<file path="src/rtl/goldschmidt_sequencer_if.sv">
// Handshake and multiplier-operand bundle between the Goldschmidt sequencer and its neighbours.
// Both sides use valid/ready: a transfer happens on a rising clk edge where valid & ready are high.
// A source holds valid and its payload stable until that edge.
interface goldschmidt_sequencer_if;
  logic        in_valid;
  logic        in_ready;
  logic [31:0] N;
  logic [31:0] D;
  logic [31:0] IA;
  logic [31:0] mul_a;
  logic [31:0] mul_b;
  logic [63:0] mul_p;
  logic [31:0] q;
  logic        out_valid;
  logic        out_ready;
  logic        ovf;

  modport slave (
    input  in_valid, N, D, IA, mul_p, out_ready,
    output in_ready, mul_a, mul_b, q, out_valid, ovf
  );

  modport master (
    output in_valid, N, D, IA, mul_p, out_ready,
    input  in_ready, mul_a, mul_b, q, out_valid, ovf
  );
endinterface

</file>
<file path="src/rtl/goldschmidt_sequencer.sv">
// Goldschmidt divider sequencer: feeds the shared multiplier with Nr*K and Dr*K pairs and
// refines K = 2 - Dr until ITER iterations past the initial IA scaling step are done.
module goldschmidt_sequencer #(
  parameter int ITER    = 2,
  parameter int MUL_LAT = 1
) (
  input  logic                          clk,
  input  logic                          reset,
  goldschmidt_sequencer_if.slave        bus,
  output logic [1:0]                    dbg_state
);

  typedef enum logic [1:0] {IDLE, MUL_N, MUL_D, DONE} state_t;

  localparam int              WW      = (MUL_LAT > 1) ? $clog2(MUL_LAT) : 1;
  localparam logic [WW-1:0]   W_LAST  = WW'(MUL_LAT - 1);
  localparam logic [WW-1:0]   W_ONE   = WW'(1);
  localparam logic [2:0]      IT_LAST = 3'(ITER);

  state_t        state, state_nx;
  logic [31:0]   nr, dr, k, q_r, mul_a_r, mul_b_r;
  logic [2:0]    it;
  logic [WW-1:0] wcnt;
  logic          ovf_r;
  logic          accept, capture;
  logic [31:0]   p_trunc, k_nx;
  logic          p_ovf;
  logic          unused_p;

  // Q4.60 product back to Q2.30; the top two bits would not fit and only raise ovf.
  assign p_trunc  = bus.mul_p[61:30];
  assign p_ovf    = |bus.mul_p[63:62];
  assign k_nx     = 32'h8000_0000 - p_trunc;
  assign unused_p = ^bus.mul_p[29:0];

  always_ff @(posedge clk) begin
    if (reset) state <= IDLE;
    else       state <= state_nx;
  end

  always_comb begin
    state_nx = state;
    accept   = 1'b0;
    capture  = 1'b0;
    case (state)
      IDLE: begin
        if (bus.in_valid) begin
          accept   = 1'b1;
          state_nx = MUL_N;
        end
      end
      MUL_N: begin
        if (wcnt == W_LAST) begin
          capture  = 1'b1;
          state_nx = MUL_D;
        end
      end
      MUL_D: begin
        if (wcnt == W_LAST) begin
          capture  = 1'b1;
          state_nx = (it == IT_LAST) ? DONE : MUL_N;
        end
      end
      DONE: begin
        if (bus.out_ready) state_nx = IDLE;
      end
      default: state_nx = IDLE;
    endcase
  end

  // mul_a/mul_b are loaded one step ahead so they already hold the next pair when the
  // state changes, and simply keep their value in IDLE and DONE.
  always_ff @(posedge clk) begin
    if (reset) begin
      nr      <= '0;
      dr      <= '0;
      k       <= '0;
      it      <= '0;
      wcnt    <= '0;
      ovf_r   <= 1'b0;
      q_r     <= '0;
      mul_a_r <= '0;
      mul_b_r <= '0;
    end else if (accept) begin
      nr      <= bus.N;
      dr      <= bus.D;
      k       <= bus.IA;
      it      <= '0;
      wcnt    <= '0;
      ovf_r   <= 1'b0;
      mul_a_r <= bus.N;
      mul_b_r <= bus.IA;
    end else if (state == MUL_N || state == MUL_D) begin
      if (capture) begin
        wcnt  <= '0;
        ovf_r <= ovf_r | p_ovf;
        if (state == MUL_N) begin
          nr      <= p_trunc;
          mul_a_r <= dr;
        end else begin
          dr <= p_trunc;
          k  <= k_nx;
          if (it == IT_LAST) begin
            q_r <= nr;
          end else begin
            it      <= it + 3'd1;
            mul_a_r <= nr;
            mul_b_r <= k_nx;
          end
        end
      end else begin
        wcnt <= wcnt + W_ONE;
      end
    end
  end

  assign bus.in_ready  = (state == IDLE);
  assign bus.out_valid = (state == DONE);
  assign bus.q         = q_r;
  assign bus.mul_a     = mul_a_r;
  assign bus.mul_b     = mul_b_r;
  assign bus.ovf       = ovf_r;
  assign dbg_state     = state;

endmodule

</file>
<file path="src/flat_wrapper.sv">
// flat-port wrapper written by rule: the top's interface ports become plain ports
module goldschmidt_sequencer_flat 
#(
  parameter int ITER    = 2,
  parameter int MUL_LAT = 1
)
  (clk, reset, dbg_state, bus_in_valid, bus_N, bus_D, bus_IA, bus_mul_p, bus_out_ready, bus_in_ready, bus_mul_a, bus_mul_b, bus_q, bus_out_valid, bus_ovf);
  goldschmidt_sequencer_if bus_i ();
  input  logic clk;
  input  logic reset;
  output logic [1:0] dbg_state;
  input wire logic [$bits(bus_i.in_valid)-1:0] bus_in_valid;
  input wire logic [$bits(bus_i.N)-1:0] bus_N;
  input wire logic [$bits(bus_i.D)-1:0] bus_D;
  input wire logic [$bits(bus_i.IA)-1:0] bus_IA;
  input wire logic [$bits(bus_i.mul_p)-1:0] bus_mul_p;
  input wire logic [$bits(bus_i.out_ready)-1:0] bus_out_ready;
  output wire logic [$bits(bus_i.in_ready)-1:0] bus_in_ready;
  output wire logic [$bits(bus_i.mul_a)-1:0] bus_mul_a;
  output wire logic [$bits(bus_i.mul_b)-1:0] bus_mul_b;
  output wire logic [$bits(bus_i.q)-1:0] bus_q;
  output wire logic [$bits(bus_i.out_valid)-1:0] bus_out_valid;
  output wire logic [$bits(bus_i.ovf)-1:0] bus_ovf;
  assign bus_i.in_valid = bus_in_valid;
  assign bus_i.N = bus_N;
  assign bus_i.D = bus_D;
  assign bus_i.IA = bus_IA;
  assign bus_i.mul_p = bus_mul_p;
  assign bus_i.out_ready = bus_out_ready;
  assign bus_in_ready = bus_i.in_ready;
  assign bus_mul_a = bus_i.mul_a;
  assign bus_mul_b = bus_i.mul_b;
  assign bus_q = bus_i.q;
  assign bus_out_valid = bus_i.out_valid;
  assign bus_ovf = bus_i.ovf;
  goldschmidt_sequencer #(.ITER(ITER), .MUL_LAT(MUL_LAT)) u_core (.clk(clk), .reset(reset), .bus(bus_i), .dbg_state(dbg_state));
endmodule
</file>
<file path="config.mk">
export PLATFORM = sky130hd
export DESIGN_NAME = goldschmidt_sequencer_flat
export DESIGN_NICKNAME = d
export VERILOG_FILES = /design/src/rtl/goldschmidt_sequencer_if.sv /design/src/rtl/goldschmidt_sequencer.sv /design/src/flat_wrapper.sv
export SDC_FILE = /design/constraint.sdc
export NUM_CORES = 1
export LEC_CHECK = 0
export ABC_CLOCK_PERIOD_IN_PS = 5100
export BUFFER_PORTS_ARGS = -buffer_cell sky130_fd_sc_hd__buf_4
export CAP_MARGIN = 10
export CORE_MARGIN = 1.5
export CORE_UTILIZATION = 51
export DETAILED_ROUTE_END_ITERATION = 6
export PLACE_DENSITY = 0.78
export SETUP_SLACK_MARGIN = 0.02
export SLEW_MARGIN = 20
export SYNTH_ARGS = -nofsm -noshare
export SYNTH_HDL_FRONTEND = slang
export SYNTH_SLANG_ARGS = --single-unit
</file>
<file path="constraint.sdc">
create_clock -name clk -period 5.1 [get_ports clk]
set_clock_uncertainty 0.05 [all_clocks]
set_input_delay 0.255 -clock clk [delete_from_list [all_inputs] [get_ports clk]]
set_output_delay 0.255 -clock clk [all_outputs]
set_load 0.02 [all_outputs]
</file>
; ---- Word-level counts from Yosys, hierarchy flattened
; Cells that the tools add are included.
[op_classes]
n_addsub = 3
eq_ne = 11
muxes = 29
n_bitwise = 4
reduce_logical = 16
[op_table]
columns = operator, n
row1 = 32-bit two-way mux, 18
row2 = "32-bit subtractor, first input constant", 1
row3 = 4-bit AND reduction, 3
row4 = 2-bit two-way mux, 5
row5 = 3-bit AND reduction, 3
row6 = "2-bit != test, second input constant", 4
row7 = 2-bit one-hot mux with 4 select lines, 1
row8 = 2-bit nonzero test, 3
row9 = 2-bit OR reduction, 3
row10 = 1-bit two-way mux, 5
row11 = 5-bit AND reduction, 1
row12 = "2-bit equality test, second input constant", 2
row13 = "2-bit by 1-bit != test with 1-bit output, second input constant", 2
row14 = "3-bit by 1-bit adder with 3-bit output, second input constant", 1
row15 = "3-bit by 2-bit equality test with 1-bit output, second input constant", 1
row16 = "3-bit by 2-bit != test with 1-bit output, second input constant", 1
row17 = 1-bit NOT, 3
row18 = "2-bit by 1-bit equality test with 1-bit output, second input constant", 1
row19 = 2-bit logical NOT, 1
row20 = 2-bit AND reduction, 1
row21 = "1-bit adder, second input constant", 1
row22 = 1-bit logical OR, 1
row23 = 1-bit bitwise OR, 1
[totals]
ff_bits = 167
inputBits = 164
out_inout_bits = 101
elab_cells = 72

; ---- Logic depth before layout (Yosys ltp)
; Gate-level depths: netlist of the first run.
[logic_depth]
depth_word = 6
ltp_mapped = 10
mapped_depth_nobuf = 7

; ---- Worst setup path after synthesis of the first run
; No wires, ideal clock.
[synth_path]
kind = reg2reg
start = register u_core.state[1], in the netlist u_core.dbg_state[1]
end = register u_core.mul_a_r[12], in the netlist u_core.bus.mul_a[12]
setup_ns = 0.128
t_arrival_ns = 2.299
required_ns = 4.922
slack_ns = 2.623
path_stages_with_launch = 10
n_path_buf = 2
synth_period_minus_slack_ns = 2.477
cell_sequence = dfxtp_1 inv_1 ha_1 clkbuf_1 or3b_2 a21oi_1 clkbuf_1 a21oi_1 a21oi_1 nor2_1
[synth_between]
elab_chain_cells = 5
word_cells_on_any_way = 15
cone_classes = eq/ne: 3 / mux: 6 / reduce/logical: 6
[synth_rtl]
columns = element, line_no
row1 = "start, declared", goldschmidt_sequencer.sv:20  ; state_t state, state_nx;
row2 = "start signal, assigned", goldschmidt_sequencer.sv:38  ; else state <= state_nx;
row3 = 2-bit equality test or 2-bit by 1-bit equality test with 1-bit output (tied branches), "goldschmidt_sequencer.sv:45, goldschmidt_sequencer.sv:93, goldschmidt_sequencer.sv:97"
row4 = 2-bit OR reduction (no line) or 32-bit two-way mux (tied branches), --
row5 = 1-bit two-way mux or 32-bit two-way mux (tied branches), --
row6 = 2-bit nonzero test (no line) or 32-bit two-way mux (tied branches), --
row7 = 3-bit AND reduction (no line) or 32-bit two-way mux (tied branches), --
row8 = "end signal, assigned", goldschmidt_sequencer.sv:91  ; mul_a_r <= bus.N;
row9 = "end signal, assigned", goldschmidt_sequencer.sv:99  ; mul_a_r <= dr;
row10 = "end signal, assigned", goldschmidt_sequencer.sv:107  ; mul_a_r <= nr;
row11 = "end, declared", goldschmidt_sequencer.sv:21  ; logic [31:0] nr, dr, k, q_r, mul_a_r, mul_b_r;
; Parallel ways exist; a longest one is shown, timed or not. The select of a mux whose other input is x is not followed.
; A chain may end at the register's enable or synchronous reset.

; ---- Final worst setup path of the first run
[layout_path]
start = register u_core.state[1], in the netlist u_core.dbg_state[1]
end = register u_core.q_r[10], in the netlist u_core.bus.q[10]
[layout_between]
elab_chain_cells = 4
word_cells_on_any_way = 10
cone_classes = eq/ne: 2 / mux: 2 / bitwise: 2 / reduce/logical: 4
[layout_rtl]
columns = element, line_no
row1 = 2-bit equality test (tied with other cells), "goldschmidt_sequencer.sv:45, goldschmidt_sequencer.sv:93"
row2 = 2-bit OR reduction (no line) or 1-bit two-way mux (tied branches), --
row3 = 1-bit two-way mux or 1-bit NOT (tied branches), --
row4 = 5-bit AND reduction (no line) *, --
row5 = "end signal, assigned", goldschmidt_sequencer.sv:104  ; q_r <= nr;
row6 = "end, declared", goldschmidt_sequencer.sv:21
; Mark *: on every way between the ends. The rest lies on a longest branch, timed or not.

==> run summary, run 1 <==
status: finished, final reports clean
post-route ant nets: 0
xor and xnor area share after synthesis: 2.982%
Core Region: 14590 sq um
largest family of logic cells by synthesized area: simple AND/OR/NAND/NOR gates
LEAKAGE: 4.138 nW
Reg2Reg Setup Slack: 2.22 ns
DP HPWL: 16040 um
largest net degree at the start of global routing: 77
Synth Flop Type: dfxtp_1
die height: 125.4 um
combinational power share: 35.0%
number of gates resized after CTS: 0
Slew HR: 29.04%
initial antenna violation count: 0
syn avg cell area: 7.914 sq um
Synth async-reset ratio: 0%
Setup Viol. Count Final: 0
RSZ-0062 raised after global routing: false
Period minus WS final: 2.883 ns
Diodes inserted: 0
Max Cap Viol: 0
simple-gate area share of the yosys netlist: 22.82%
worst-skew pair later-pin latency: 0.43 ns
drt initial violations: 608
Clock Sinks: 167
clk buf depth: 2
num rows: 44
I/O Buffers: 234
fill count: 1239
Layout area overhead: 31.68%
Via density: 5.790
TritonRoute pass-1 iters: 5
Crit path required time: 5.41 ns
Yosys reg bits: 167
die area: 15720 sq um
Achievable Freq: 346.8 MHz
setup TNS: 0 ns
layout cell share with drive strength beyond 1: 27.66%
Die X: 125.4 um
Root Buffer: clkbuf_16
Post-Syn Instances: 965
Net Sw Power: 0.001691 W
clock-pin transition on the worst setup and hold timing paths: 0.07 ns
# Post-CTS Setup Buffers: 0
Synth Cell Area: 7637 sq um
Final Hold Viols: 0
Seq/Total Area, Yosys: 43.77%
CTS tree: done
# hold bufs at CTS: 0
Clock Power Share: 27.6%
CP top delay family: simple AND/OR/NAND/NOR gates
starting density of the core: 52.35%
Slowest cell on crit path: nor3_2
Final Core Density: 68.94%
peak supply drop: 0.0002248 V
Cell Pwr Density: 463.4 nW/um^2
Placer Congestion: 0.8604
global route overflow: 0
CP Data Arrival Time: 3.19 ns
Slew Limit Fails: 0
Total Routing Usage GR: 28.91%
Min-Delay Path Class: in -> reg
H-tree levels: 4
Sw Ratio: 36.28%
Critical Path Sink Type: flop
vias in the first global route: 7048
IO Pins: 265
Int Pwr: 0.002969 W
via count of the routed design: 7805
CTS buffer count: 17
Routed Wire Length: 23380 um
crit path buf inv count: 2
drc violations: 0
YS warnings: 0
DR WL/cell: 17.35 um
Seq pwr share: 37.3%
Final Cycle Share: 56.54%
crit start category: flop
Tightest Pin Transition: 1.059 ns
Synthesized Nets: 1136
Synth cell types: 45
mux contribution to synthesized area: 4.817%
Net count, final: 1322
CP max FO: 19
crit path cell chain: inv_1 -> ha_2 -> or3b_2 -> nor3_2 -> buf_4 -> nand2_1 -> a21oi_1
compound-cell area share of the yosys netlist: 20.10%
Post-Synth Adder-Cell Area: 1.147%
number of synthesized flops with an enable pin: 0
CP max stage delay: 0.89 ns
Worst Setup Path Type: reg -> reg
first-pass GRT wire length: 36390 um
[synth_stat cells, types with 2 or more instances]
cell type / number / area [sq um]
a211oi_1: 11 / 82.58
a21boi_0: 2 / 15.01
a21oi_1: 117 / 585.6
a311oi_1: 73 / 639.4
and2_1: 2 / 12.51
buf_1: 8 / 30.03
buf_2: 2 / 10.01
clkbuf_1: 69 / 259.0
dfxtp_1: 167 / 3343
ha_1: 7 / 87.58
inv_1: 9 / 33.78
mux2_2: 30 / 337.8
mux2i_1: 3 / 30.03
nand2_1: 216 / 810.8
nand2b_1: 2 / 12.51
nand3_1: 7 / 35.03
nand4_1: 7 / 43.79
nand4b_1: 2 / 17.52
nor2_1: 133 / 499.2
nor2b_1: 2 / 12.51
nor3_1: 13 / 65.06
nor3b_1: 2 / 15.01
nor4_1: 10 / 62.56
o21ai_0: 5 / 25.02
o221ai_1: 16 / 140.1
or3_1: 4 / 25.02
or4_1: 4 / 30.03
xnor2_1: 18 / 157.7
xor2_1: 8 / 70.07
[worst min-delay path, cell delays in order]
cell and delay, ns:
buf_4 0.11, nand2_1 0.04, a311oi_1 0.07
[per-layer routing]
| layer | wire (um) | GRT usage, % | vias up |
|---|---|---|---|
| met3 | 1710 | 6.632 | 62 |
| met1 | 9590 | 36.31 | 3656 |
| li1 | - | - | 3776 |
| met2 | 11020 | 46.26 | 311 |
| met4 | 1058 | 15.51 | 0 |
| met5 | 0 | 0 | - |
[power by group through the flow]
| stage | Clock [W] | Sequential [W] | Combinational [W] |
|---|---|---|---|
| finish | 0.00129 | 0.00174 | 0.00163 |
| global route | 0.00136 | 0.00177 | 0.00178 |
| CTS | 0.00130 | 0.00174 | 0.00163 |
| detailed placement | 0 | 0.00176 | 0.00162 |
| global placement | 0 | 0.00176 | 0.00160 |
| floorplan | 0 | 0.00190 | 0.000907 |
[through the flow]
step           worst slack [ns]  area, sq um  hold slack, ns  instances  total power, W
2_1_floorplan             2.623         7637          0.3642        965        0.002808
3_3_place_gp              2.263         9465          0.3883       1316        0.003352
3_5_place_dp              2.212         9465          0.3891       1316        0.003389
4_1_cts                   2.192        10050         0.03799       1348        0.004664
5_1_grt                   2.021        10060         0.03946       1348        0.004919
6_report                  2.217        10060         0.04716       1348        0.004660
[cell usage in the layout (no fill, tap or decap), types with 7 or more instances in the layout]
cell and instances:
clkbuf_16 17, dfxtp_1 167, a211oi_1 11, nand4_1 7, a311oi_1 73, buf_4 246
mux2_2 30, xor2_1 8, nor2_1 132, xnor2_1 18, nor4_1 10, nor3_1 12
nand3_1 7, o221ai_1 16, a21oi_1 115, nand2_1 214, inv_1 9
[cell families after synthesis]
| group | Yosys count |
|---|---|
| flip-flops | 167 |
| buffers and inverters | 88 |
| XOR/XNOR | 26 |
| multiplexers | 33 |
| AND/OR/NAND/NOR | 414 |
| adder cells (fa/ha/maj) | 7 |
| AO/OA/AOI/OAI | 230 |
[sequential cells by signal, indices dropped and copies added (netlist names)]
register and flops:
u_core.bus.mul_a 32, u_core.bus.mul_b 32, u_core.bus.q 32, u_core.dr 32, u_core.nr 32, u_core.it 3, u_core.dbg_state 2, u_core.bus.ovf 1
u_core.wcnt 1
[cell type report]
cell class | instances | area [sq um] | share of cell area (%)
inverters | 9 | 33.78 | 0.3359
clock inverters | 13 | 143.9 | 1.431
well taps | 184 | 230.2 | 2.289
multi-input cells | 710 | 4016 | 39.94
repair buffers | 246 | 1847 | 18.36
clock buffers | 19 | 442.9 | 4.404
flip-flops and latches | 167 | 3343 | 33.24
[worst paths after layout]
| kind | cells past startpoint | start | to |
|---|---|---|---|
| max | 7 | u_core.dbg_state[1] | u_core.bus.q[10] |
| min | 3 | bus_D[25] | u_core.dr[25] |
| max reg2reg | 7 | u_core.dbg_state[1] | u_core.bus.q[10] |
| min reg2reg | 2 | u_core.bus.ovf | u_core.bus.ovf |
(Power assumes the default switching activity.)
==> run 2: changes to the inputs <==
- ABC_CLOCK_PERIOD_IN_PS: 5100 -> 2600
- CORE_UTILIZATION: 51 -> 46
- PLACE_DENSITY: 0.78 -> 0.74
- clock period: 5.1 -> 2.6 ns (I/O delays scaled with it)
==> run summary, run 2 (synthesized netlist as in run 1, its figures left out) <==
clk buf depth: 2
starting density of the core: 47.56%
num rows: 46
Final Hold Viols: 0
Slew HR: 50.98%
crit path cell chain: inv_1 -> ha_1 -> nor2b_2 -> nand2_1 -> nand2_4 -> buf_12 -> nor2_1 -> a311oi_1 -> dlygate4sd3_1
Placer Congestion: 0.8104
Net count, final: 1448
Max Cap Viol: 0
FF/Latch Area: 3344 sq um
most frequent cells in the layout: 251 x buf_4, 214 x nand2_1, 166 x dfxtp_1
Die X: 131.9 um
Crit path required time: 2.92 ns
Core Region: 16060 sq um
post-route ant nets: 0
I/O Buffers: 234
TritonRoute pass-1 iters: 6
Final Core Density: 71.05%
LEAKAGE: 4.708 nW
Final Instance Area: 11410 sq um
Root Buffer: clkbuf_16
drt initial violations: 837
Cell Pwr Density: 828.4 nW/um^2
H-tree levels: 4
Clock Sinks: 167
die height: 131.9 um
global route overflow: 0
Slew Limit Fails: 0
CP max FO: 19
Net Sw Power: 0.003475 W
Routed Wire Length: 26460 um
Via density: 5.607
Post-DP Area: 9678 sq um
Layout area overhead: 49.39%
status: finished, final reports clean
largest net degree at the start of global routing: 148
Seq pwr share: 36.3%
CP max stage delay: 0.60 ns
layout cell share with drive strength beyond 1: 26.38%
Total Routing Usage GR: 29.36%
worst-skew pair later-pin latency: 0.43 ns
Achievable Freq: 398.9 MHz
total power: 0.009452 W
clock-pin transition on the worst setup and hold timing paths: 0.07 ns
initial antenna violation count: 1
DP HPWL: 16340 um
fill count: 1228
Period minus WS final: 2.507 ns
Min-Delay Path Class: in -> reg
CTS buffer count: 17
crit start category: flop
combinational power share: 37.8%
peak supply drop: 0.0006207 V
drc violations: 0
CP top delay family: buffers and inverters
DR WL/cell: 17.56 um
RSZ-0062 raised after global routing: false
setup TNS: 0 ns
CTS tree: done
Multi-input gate area: 4021 sq um
Setup Viol. Count Final: 0
via count of the routed design: 8449
Slowest cell on crit path: dlygate4sd3_1
Tightest Pin Transition: 0.7353 ns
Final Cycle Share: 96.42%
Sw Ratio: 36.76%
vias in the first global route: 8177
leading cell type in the layout, fill and taps excluded: buf_4
Int Pwr: 0.005977 W
Critical Path Sink Type: flop
Clock Power Share: 25.9%
IO Pins: 265
Worst Setup Path Type: reg -> reg
first-pass GRT wire length: 41180 um
die area: 17380 sq um
crit path buf inv count: 3
CP Data Arrival Time: 2.83 ns
## run 2: cell types whose count changed in the layout (fill, tap and decap cells not counted), moves of 2 or more
cell	previous run	this run
buf_12	0	7
buf_6	0	2
dlygate4sd3_1	0	110
diode_2	0	2
buf_4	246	251
## run 2: metal layers
metal  track usage (%)  vias to the layer above  share of wire [%]
li1                  -                     4023                  -
met1             35.49                     3944                 41
met2             49.88                      401                 48
met3             5.037                       81                6.5
met4             15.86                        0                4.4
met5                 0                        -                  0
## run 2: metrics by stage
step | worst slack, ns | hold WS (ns) | cells
6_report | 0.09305 | 0.01068 | 1507
5_1_grt | 0.02221 | 0.006886 | 1506
4_1_cts | 0.05139 | 0.005631 | 1501
3_5_place_dp | 0.3436 | 0.3629 | 1360
3_3_place_gp | 0.3879 | 0.3597 | 1360
2_1_floorplan | 0.1233 | 0.2392 | 965
## run 2: power by group through the flow
stage                     logic, W  clock network (W)  registers (W)
final                      0.00357            0.00245        0.00343
after CTS                  0.00347            0.00247        0.00342
after global routing       0.00388            0.00258        0.00348
after detailed placement   0.00330                  0        0.00347
after floorplan            0.00178                  0        0.00373
after global placement     0.00325                  0        0.00345
## run 2: area by class of cell
| class | count | area share (%) |
|---|---|---|
| diodes | 2 | 0.04386 |
| clock buffers | 18 | 3.849 |
| clock inverters | 13 | 1.075 |
| inverters | 9 | 0.2961 |
| multi-input cells | 711 | 35.25 |
| flip-flops and latches | 167 | 29.31 |
| well taps | 216 | 2.369 |
| repair buffers | 371 | 27.81 |
## run 2: what timing repair did
action,CTS,global route
resized for setup,0,5
hold buffers,110,0
setup endpoints to repair,0,3
setup buffers,0,2
endpoints found under the hold margin,92,0
## run 2: final timing paths
check	startpoint	end	slack, ns	cells after the start
setup / recovery	u_core.dbg_state[0]	u_core.nr[16]	0.09	9
hold / removal	bus_mul_p[31]	u_core.dr[1]	0.01	3
setup reg to reg	u_core.dbg_state[0]	u_core.nr[16]	0.09	9
hold reg to reg	u_core.bus.ovf	u_core.bus.ovf	0.40	2
## run 2: worst min-delay path: cells and delay by family
| family | cells | cell delay (ns) |
|---|---|---|
| AO/OA/AOI/OAI | 1 | 0.09 |
| AND/OR/NAND/NOR | 1 | 0.10 |
| buffers and inverters | 1 | 0.13 |
